### config.mk
export PLATFORM = sky130hd
export DESIGN_NAME = router_output_arbiter
export DESIGN_NICKNAME = d
export VERILOG_FILES = /design/src/rtl/router_output_arbiter.sv
export SDC_FILE = /design/constraint.sdc
export NUM_CORES = 1
export LEC_CHECK = 0
export ABC_AREA = 0
export BUFFER_PORTS_ARGS = -buffer_cell sky130_fd_sc_hd__buf_2
export CORE_MARGIN = 2
export CORE_UTILIZATION = 55
export CTS_BUF_LIST = sky130_fd_sc_hd__clkbuf_8
export DETAILED_ROUTE_END_ITERATION = 12
export PLACE_DENSITY = 0.85
export REMOVE_ABC_BUFFERS = 1
export SLEW_MARGIN = 20
export SYNTH_ARGS = -nofsm -noshare
export SYNTH_HDL_FRONTEND = slang
export SYNTH_SLANG_ARGS = --single-unit
export TNS_END_PERCENT = 30
### constraint.sdc
create_clock -name clk -period 5.1 [get_ports clk]
set_clock_uncertainty 0.2 [all_clocks]
set_input_delay 0.51 -clock clk [delete_from_list [all_inputs] [get_ports clk]]
set_output_delay 0.51 -clock clk [all_outputs]
set_load 0.1 [all_outputs]
### src/rtl/router_output_arbiter.sv
// router_output_arbiter: round-robin, packet-locked owner select for one router output port
// Ports: clk; rst_n async active-low; req_valid/req_last per input (TVALID-to-here, TLAST);
//   out_ready (output TREADY); out_valid/out_last (output TVALID/TLAST); in_ready per input;
//   grant one-hot owner, grant_idx data-mux select, grant_valid high while locked;
//   pkt_count per-input packet counters, present only when ROUTER_ARB_STATS_EN is defined.
module router_output_arbiter #(
  parameter int CHANNEL_NUMBER = 5,
  parameter int IDX_WIDTH = $clog2(CHANNEL_NUMBER),
  parameter int COUNT_WIDTH = 16
) (
  input  logic                      clk,
  input  logic                      rst_n,
  input  logic [CHANNEL_NUMBER-1:0] req_valid,
  input  logic [CHANNEL_NUMBER-1:0] req_last,
  input  logic                      out_ready,
  output logic                      out_valid,
  output logic                      out_last,
  output logic [CHANNEL_NUMBER-1:0] in_ready,
  output logic [CHANNEL_NUMBER-1:0] grant,
  output logic [IDX_WIDTH-1:0]      grant_idx,
  output logic                      grant_valid
`ifdef ROUTER_ARB_STATS_EN
  ,
  output logic [CHANNEL_NUMBER*COUNT_WIDTH-1:0] pkt_count
`endif
);
  typedef enum logic {IDLE, LOCKED} state_t;
  state_t state, state_n;
  logic [CHANNEL_NUMBER-1:0] grant_n;
  logic [IDX_WIDTH-1:0] idx_n, last, last_n, win_idx, cand;
  logic win_found, done;
  // Scan downward so the final hit is the candidate closest after last.
  always_comb begin
    win_found = 1'b0;
    win_idx = '0;
    cand = '0;
    for (int k = CHANNEL_NUMBER; k >= 1; k--) begin
      cand = IDX_WIDTH'((int'(last) + k) % CHANNEL_NUMBER);
      if (req_valid[cand]) begin
        win_found = 1'b1;
        win_idx = cand;
      end
    end
  end
  assign grant_valid = state == LOCKED;
  assign out_valid = grant_valid & req_valid[grant_idx];
  assign out_last = grant_valid & req_last[grant_idx];
  // grant is all-zero when idle, so it doubles as the ready steering mask.
  assign in_ready = {CHANNEL_NUMBER{out_ready}} & grant;
  assign done = out_valid & out_ready & out_last;
  always_comb begin
    state_n = state;
    grant_n = grant;
    idx_n = grant_idx;
    last_n = last;
    if (state == IDLE && win_found) begin
      state_n = LOCKED;
      grant_n = CHANNEL_NUMBER'(1) << win_idx;
      idx_n = win_idx;
      last_n = win_idx;
    end else if (state == LOCKED && done) begin
      state_n = IDLE;
      grant_n = '0;
    end
  end
  always_ff @(posedge clk or negedge rst_n)
    if (!rst_n) begin
      state <= IDLE;
      grant <= '0;
      grant_idx <= '0;
      last <= IDX_WIDTH'(CHANNEL_NUMBER - 1);
    end else begin
      state <= state_n;
      grant <= grant_n;
      grant_idx <= idx_n;
      last <= last_n;
    end
`ifdef ROUTER_ARB_STATS_EN
  logic [COUNT_WIDTH-1:0] cnt [CHANNEL_NUMBER];
  always_ff @(posedge clk or negedge rst_n)
    if (!rst_n) begin
      for (int k = 0; k < CHANNEL_NUMBER; k++) cnt[k] <= '0;
    end else if (done) begin
      cnt[grant_idx] <= cnt[grant_idx] + COUNT_WIDTH'(1);
    end
  for (genvar i = 0; i < CHANNEL_NUMBER; i++) begin : g_cnt
    assign pkt_count[i*COUNT_WIDTH +: COUNT_WIDTH] = cnt[i];
  end
`endif
endmodule

==> flow_summary.yaml, run 1 <==
run_status:
  status: "complete, no violations"
worst_setup_path:
  crit_fanout: 11
  ff2ff_path_depth: 15
  crit_cells: 15
  cp_slowest_cell: "dfstp_2"
  end_kind: "flop"
  arrival_ns: 4.57
  path_cells: "inv_1 -> ha_1 -> a21o_1 -> a21boi_0 -> xnor2_1 -> ha_1 -> nand2b_1 -> nor2_1 -> o31a_1 -> o41ai_1 -> a31oi_1 -> or4b_1 -> a32oi_1 -> inv_1 -> a41o_1"
  crit_type: "reg2reg"
  critPathMaxStageDelay_ns: 0.71
  critPathRequiredTime_ns: 5.03
  cp-start-kind: "flop"
  critical_path_buf_inv_count: 2
  path_delay_family: "compound AO/OA/AOI/OAI gates"
detailed_routing:
  drtIter0Drc: 375
  dr_total_vias: 2659
  routed_wl_mm: 6.83
  first_pass_iters: 5
  vias_per_cell: 6.82
  drc: 0
  wl_per_cell_um: 17.5
  antenna_left: 0
yosys:
  synth_area_per_cell_um2: 7.62
  yosysWarnings: 0
  syn-cell-area_um2: 2410
  ys_dominant_reg_cell: "dfrtp_1"
  synth_edf_count: 0
  synth.distinct_cells: 74
  synthesis.instances: 316
  ys_seq_elements: 10
  synth-async-reset-ratio_pct: 100
  ys_seq_area_share_pct: 10.4
placement:
  dp_hpwl_mm: 5.09
  placed_area_um2: 2550
  io_buffers: 28
  place_congestion: 0.989
layout:
  drive_above_1_share_pct: 17.5
  final_common_cell: "buf_2"
  diodes: 0
  nNetsFinal: 374
  num-fill-cells: 385
  layout_common_cells: "28 x buf_2, 25 x nand2_1, 22 x ha_1, 20 x inv_1, 20 x a21oi_1"
  final_area_um2: 2620
  syn_to_final_growth_pct: 8.68
timing:
  fin_crit_sh_pct: 91.1
  relSlewSlack_pct: 60.6
  fin_crit_ns: 4.64
  setup_viol_count_final: 0
  tightest_slew_ns: 0.587
  slew_violations: 0
  rsz0062_at_grt: "no"
  finalHoldViolCount: 0
  fmax_mhz: 215
floorplan:
  core_area_um2: 4290
  start_util_pct: 56.1
  die_x_um: 70.2
  rows: 24
  die_h_um: 70.2
  dieArea_um2: 4920
  ios: 29
clock_tree:
  cts_tree: "yes"
  cts.sinks: 10
  clk_pin_slew_ns: 0.05
  h-tree-depth: 1
  clock_latency_ns: 0.24
  cts.repair_timing.setup_buffer_count: 0
  cts_inserted_buffers: 3
  cts_root_buf: "clkbuf_8"
  clk_path_buf_depth: 2
run:
  maxCapViolations: 0
hold_path:
  hold_path_depth: 1
  hp-class: "reg2reg"
global_routing:
  grt_pass1_vias: 2484
  grt_pass1_wl_mm: 11.5
  grt_max_degree: 39
  gr-total-overflow: 0
  antenna_found_initial: 0
  track_usage_pct: 28.2
worst register-to-register path, delay by kind of cell (launching register included):
family	cells	cell delay [ns]
compound gates	7	1.92
xor+xnor	1	0.29
buf+inv	2	0.28
fa+ha+maj	2	0.44
simple gates	3	0.71
flops	1	0.71
cells by family after synthesis:
| logic type | Yosys count | synth area share (%) |
|---|---|---|
| adders and majority gates | 22 | 11.4 |
| DFF | 10 | 10.4 |
| xor gates and xnor gates | 5 | 2.91 |
| and+or+nand+nor | 111 | 24.9 |
| AOI/OAI and AO/OA | 115 | 34.8 |
| muxes | 14 | 7.59 |
| buffers and inverters | 39 | 7.95 |
sequential cells by signal (all words and copies together) (netlist names):
name,cells
last,1
grant_valid,1
grant_idx,3
grant,5
final timing paths:
path / startpoint / end / slack (ns)
hold reg to reg: grant_valid$_DFFE_PN0P_ / grant_valid$_DFFE_PN0P_ / 0.32
setup / recovery: last[2]$_DFFE_PN1P_ / grant[1]$_DFFE_PN0P_ / 0.46
hold / removal: grant_valid$_DFFE_PN0P_ / grant_valid$_DFFE_PN0P_ / 0.32
setup reg to reg: last[2]$_DFFE_PN1P_ / grant[1]$_DFFE_PN0P_ / 0.46
min in group asynchronous: rst_n / grant_idx[2]$_DFFE_PN0P_ / 0.52
max in group asynchronous: rst_n / last[2]$_DFFE_PN1P_ / 3.93
what timing repair did:
action                                  4_1_cts  5_1_grt
endpoints found under the setup margin        0        0
gates resized for setup                       0        0
hold buffers                                  1        0
hold endpoints to repair                      9        0
through the flow:
stage | std cells | util (%) | setup TNS [ns] | hold WS, ns | setup slack (ns)
final | 390 | 60.9 | 0 | 0.322 | 0.456
after global routing | 390 | 60.9 | 0 | 0.337 | 0.192
after CTS | 390 | 60.9 | 0 | 0.322 | 0.493
after detailed placement | 385 | 59.4 | 0 | 0.182 | 0.534
after global placement | 385 | 59.4 | 0 | 0.179 | 0.695
after floorplan | 299 | - | -4.52 | 0.0144 | -0.587
synth_stat cells, types with 6 or more instances:
| master | number | share of area [%] |
|---|---|---|
| nor3_1 | 8 | 1.7 |
| a211o_1 | 6 | 2.2 |
| a21oi_1 | 20 | 4.2 |
| nand2b_1 | 10 | 2.6 |
| ha_1 | 22 | 11 |
| nand3_1 | 14 | 2.9 |
| a21o_1 | 9 | 2.8 |
| nor2b_1 | 6 | 1.6 |
| nor2_1 | 17 | 2.7 |
| and2_1 | 6 | 1.6 |
| inv_1 | 20 | 3.1 |
| a211oi_1 | 10 | 3.1 |
| o21ai_0 | 12 | 2.5 |
| mux2i_1 | 7 | 2.9 |
| buf_2 | 7 | 1.5 |
| nand2_1 | 25 | 3.9 |
| dfrtp_1 | 9 | 9.4 |
final cells by class:
type / instances / area [um^2] / area share (%)
repair buffers: 35 / 195 / 7.46
inverters: 22 / 85.1 / 3.25
flip-flops and latches: 10 / 251 / 9.61
well taps: 52 / 65.1 / 2.49
clock buffers: 4 / 55.1 / 2.10
multi-input cells: 267 / 1960 / 75.1
metal layers:
metal	routed length, um	track usage (%)	share of wire (%)	up-vias
li1	-	-	-	1237
met1	2800	37.3	41	1245
met2	3300	47.8	48	140
met3	455	1.59	6.7	37
met4	272	11.3	4.0	0
met5	0	0	0	-
Power of run 1 is left out: the tool's default activity adds up to more than one toggle a clock period on the data nets, which glitch-free logic cannot reach.
==> run 2, diff against run 1 <==
- clock period: 5.1 -> 4 ns (I/O delays scaled with it)
==> run 2 against run 1 <==
The flow now finishes with violations (setup timing); fmax rose by 12%; cell area up 37%; cell count up 17%; global-route usage up 8.6 points; hold slack got worse by 0.0059 ns; via count increased by 24%; critical path depth decreased by 1; die area unchanged; core utilization increased by 23 points; wire length is 58% higher; setup slack got worse by 0.62 ns; non-clock buffer count is 66 higher; largest cell class unchanged.
==> flow_summary.yaml, run 2 (synthesis results as in run 1) <==
timing:
  setup_viol_count_final: 10
  tightest_slew_ns: 0.495
  fmax_mhz: 240
  slew_violations: 0
  hold-worst-slack_ns: 0.316
  relSlewSlack_pct: 66.8
  rsz0062_at_grt: "yes"
  fin_crit_sh_pct: 104
  finalHoldViolCount: 0
  setup_ws_ns: -0.160
  fin_crit_ns: 4.16
layout:
  layout_common_cells: "64 x buf_4, 28 x buf_2, 23 x nand2_1"
  fin_util_pct: 83.4
  top_register: "grant"
  nNetsFinal: 441
  largest_reg_flops: 5
  drive_above_1_share_pct: 49.4
  diodes: 0
  final_common_cell: "buf_4"
  reg_top3: "grant x5, grant_idx x3"
  syn_to_final_growth_pct: 48.9
clock_tree:
  h-tree-depth: 1
  cts_root_buf: "clkbuf_8"
  clk_pin_slew_ns: 0.06
  clk_path_buf_depth: 2
  clock_latency_ns: 0.25
  cts_tree: "yes"
  cts_inserted_buffers: 3
  cts.sinks: 10
worst_setup_path:
  crit_path_frequent_cell: "buf_4"
  path_delay_family: "simple AND/OR/NAND/NOR gates"
  path_cells: "buf_12 -> inv_2 -> buf_4 -> buf_4 -> ha_4 -> buf_4 -> o221a_2 -> o21ai_0 -> a211oi_1 -> nor3b_1 -> or4b_4 -> or3_4 -> o21a_4 -> a41o_1"
  critical_path_buf_inv_count: 5
  reg2reg_slack_ns: -0.16
  critPathMaxStageDelay_ns: 0.59
  critPathRequiredTime_ns: 3.94
  arrival_ns: 4.10
  end_kind: "flop"
  crit_fanout: 7
  crit_type: "reg2reg"
  cp-start-kind: "flop"
  cp_slowest_cell: "dfstp_2"
run_status:
  violations: "setup timing"
  status: "finished, violations left"
detailed_routing:
  routed_wl_mm: 10.8
  first_pass_iters: 5
  drtIter0Drc: 438
  dr_total_vias: 3295
  wl_per_cell_um: 23.7
  drc: 0
  vias_per_cell: 7.21
  antenna_left: 0
placement:
  place_congestion: 0.929
  dp_hpwl_mm: 5.76
  io_buffers: 28
global_routing:
  grt_pass1_wl_mm: 14.7
  grt_pass1_vias: 3142
  grt_max_degree: 23
  track_usage_pct: 36.8
  gr-total-overflow: 0
  antenna_found_initial: 0
floorplan:
  die_h_um: 70.2
  dieArea_um2: 4920
  rows: 24
  die_x_um: 70.2
  start_util_pct: 56.1
  core_area_um2: 4290
  ios: 29
run:
  maxCapViolations: 0
hold_path:
  hp-class: "reg2reg"
[run 2: layout make-up]
class / instances / area, um^2
tap: 52 / 65.1
timing repair buffer: 101 / 733
sequential: 10 / 254
inverter: 22 / 85.1
fill: 214 / 711
multi-input combinational: 268 / 2390
clock buffer: 4 / 55.1
[run 2: metrics by stage]
step                      area (um^2)  std cells  worst slack [ns]  setup TNS (ns)
final                            3580        457            -0.160          -0.594
after global placement           2900        432           -0.0569          -0.111
after floorplan                  2300        299             -1.69          -15.66
after global routing             3580        457            -0.224           -1.22
after detailed placement         2900        432            -0.260           -1.61
after CTS                        3260        445           -0.0106         -0.0106
[run 2: path summary, 6_finish.rpt]
kind	endpoint	startpoint	cells past startpoint
setup / recovery	grant[1]$_DFFE_PN0P_	last[2]$_DFFE_PN1P_	14
hold / removal	grant_valid$_DFFE_PN0P_	grant_valid$_DFFE_PN0P_	1
setup reg to reg	grant[1]$_DFFE_PN0P_	last[2]$_DFFE_PN1P_	14
hold reg to reg	grant_valid$_DFFE_PN0P_	grant_valid$_DFFE_PN0P_	1
max in group asynchronous	last[2]$_DFFE_PN1P_	rst_n	2
min in group asynchronous	grant[1]$_DFFE_PN0P_	rst_n	2
[run 2: what timing repair did]
action | 4_1_cts | 5_1_grt
cloned | 0 | 1
endpoints found under the setup margin | 10 | 10
pin swaps | 19 | 25
hold endpoints to repair | 9 | 0
buffers inserted | 8 | 11
gates resized for setup | 49 | 55
hold buffers | 1 | 0
[run 2: per-layer routing]
layer  GRT usage, %  wire length, um  vias to the layer above  part of all wire, %
li1               -                -                     1394                    -
met2           65.3             5240                      298                   48
met5              0                0                        -                    0
met1           42.4             3700                     1502                   34
met4           21.2              804                        0                  7.4
met3           4.33             1080                      101                  9.9
Power of run 2 is left out for the same reason.
==> run 3, diff against run 2 <==
- PLACE_DENSITY: 0.85 -> 0.82
- clock period: 4 -> 5 ns (I/O delays scaled with it)
==> run 3 against run 2 <==
The flow now finishes without violations; critical path depth up 2; clock-buffer cell count fell by 1; cell count down 14%; critical path type unchanged; largest cell class unchanged.
==> flow_summary.yaml, run 3 (synthesis results as in run 1) <==
detailed_routing:
  routed_wl_mm: 6.79
  drc: 0
  dr_total_vias: 2595
  antenna_left: 0
  vias_per_cell: 6.62
  first_pass_iters: 5
  wl_per_cell_um: 17.3
  drtIter0Drc: 180
layout:
  diodes: 0
  final_common_cell: "buf_2"
  nNetsFinal: 376
  layout_common_cells: "28 x buf_2, 25 x nand2_1, 22 x ha_1, 21 x inv_1, 20 x a21oi_1"
  largest_reg_flops: 5
  syn_to_final_growth_pct: 8.89
  fin_util_pct: 61.0
  drive_above_1_share_pct: 17.6
  reg_top3: "grant x5, grant_idx x3"
  top_register: "grant"
  num-fill-cells: 385
clock_tree:
  cts.repair_timing.setup_buffer_count: 0
  h-tree-depth: 1
  cts_inserted_buffers: 3
  cts_tree: "yes"
  clk_path_buf_depth: 2
  clock_latency_ns: 0.25
  cts_resized: 0
  cts_root_buf: "clkbuf_8"
  clk_pin_slew_ns: 0.05
  cts.sinks: 10
worst_setup_path:
  crit_fanout: 10
  path_cells: "inv_1 -> ha_1 -> ha_1 -> nor2_1 -> a21boi_0 -> xnor2_1 -> ha_1 -> nand2b_1 -> nor2_1 -> o31a_1 -> o41ai_1 -> a31oi_1 -> or4b_1 -> a32oi_1 -> inv_1 -> a41o_1"
  critPathMaxStageDelay_ns: 0.52
  cp_slowest_cell: "or4b_1"
  r2r_start: "grant_idx[1]$_DFFE_PN0P_"
  worstReg2RegEnd: "grant[1]$_DFFE_PN0P_"
  arrival_ns: 4.58
  critPathRequiredTime_ns: 4.93
  reg2reg_slack_ns: 0.35
  ff2ff_path_depth: 16
  end_kind: "flop"
  crit_type: "reg2reg"
  cp-start-kind: "flop"
  crit_path_frequent_cell: "ha_1"
timing:
  fin_crit_sh_pct: 93.0
  slew_violations: 0
  fmax_mhz: 215
  setup_viol_count_final: 0
  rsz0062_at_grt: "no"
  relSlewSlack_pct: 61.6
  tightest_slew_ns: 0.572
  finalHoldViolCount: 0
  fin_crit_ns: 4.65
  setup_ws_ns: 0.348
global_routing:
  gr-total-overflow: 0
  track_usage_pct: 27.5
  grt_pass1_wl_mm: 11.2
  antenna_found_initial: 0
  grt_pass1_vias: 2381
  grt_max_degree: 36
hold_path:
  hold_end: "grant_valid$_DFFE_PN0P_"
  hp-class: "reg2reg"
  hold_path_depth: 1
  hp-start: "grant_valid$_DFFE_PN0P_"
run_status:
  status: "complete, no violations"
run:
  maxCapViolations: 0
placement:
  dp_hpwl_mm: 5.14
  post-place-ws_ns: 0.471
  io_buffers: 28
  place_congestion: 0.992
floorplan:
  dieArea_um2: 4920
  ios: 29
  die_h_um: 70.2
  die_x_um: 70.2
  core_area_um2: 4290
  start_util_pct: 56.1
  rows: 24
run 3: worst max-delay path by stage:
stage	start	end	slack, ns	depth (start not counted)
2_1_floorplan	grant_idx[0]$_DFFE_PN0P_	grant[1]$_DFFE_PN0P_	-0.69	15
3_5_place_dp	grant_idx[1]$_DFFE_PN0P_	grant[1]$_DFFE_PN0P_	0.47	16
6_report	grant_idx[1]$_DFFE_PN0P_	grant[1]$_DFFE_PN0P_	0.35	16
4_1_cts	grant_idx[1]$_DFFE_PN0P_	grant[1]$_DFFE_PN0P_	0.44	16
5_1_grt	grant_idx[1]$_DFFE_PN0P_	grant[1]$_DFFE_PN0P_	0.03	16
3_3_place_gp	grant_idx[1]$_DFFE_PN0P_	grant[3]$_DFFE_PN0P_	0.58	15
run 3: metrics by stage:
step	instances	hold slack [ns]	TNS, ns	instance area, um^2
2_1_floorplan	299	0.00441	-5.52	2300
6_report	392	0.299	0	2620
3_3_place_gp	387	0.167	0	2570
3_5_place_dp	387	0.168	0	2570
4_1_cts	392	0.300	0	2620
5_1_grt	392	0.338	0	2620
run 3: metal layers:
| metal | global-route usage [%] | vias up | wire length (um) |
|---|---|---|---|
| met5 | 0 | - | 0 |
| met4 | 5.98 | 0 | 95 |
| met3 | 2.31 | 13 | 429 |
| met2 | 48.0 | 102 | 3290 |
| met1 | 37.1 | 1231 | 2980 |
| li1 | - | 1249 | - |
run 3: area by class of cell:
class	count	area, um^2	share of cell area (%)
multi-input cells	267	1960	74.9
flip-flops and latches	10	251	9.59
repair buffers	37	210	8.02
inverters	22	85.1	3.25
well taps	52	65.1	2.48
clock buffers	3	41.3	1.58
clock inverters	1	3.75	0.143
run 3: critical path, delay by kind of cell, from the launching register on:
kind	cells	cell delay, ns
compound gates	6	1.61
xor+xnor	1	0.15
fa+ha+maj	3	1.10
buf+inv	2	0.18
flops	1	0.51
simple gates	4	0.77
run 3: repair_timing:
item | in CTS | in global routing
hold buffers | 1 | 0
setup endpoints to repair | 0 | 0
hold endpoints to repair | 9 | 0
Power of run 3 is left out for the same reason.
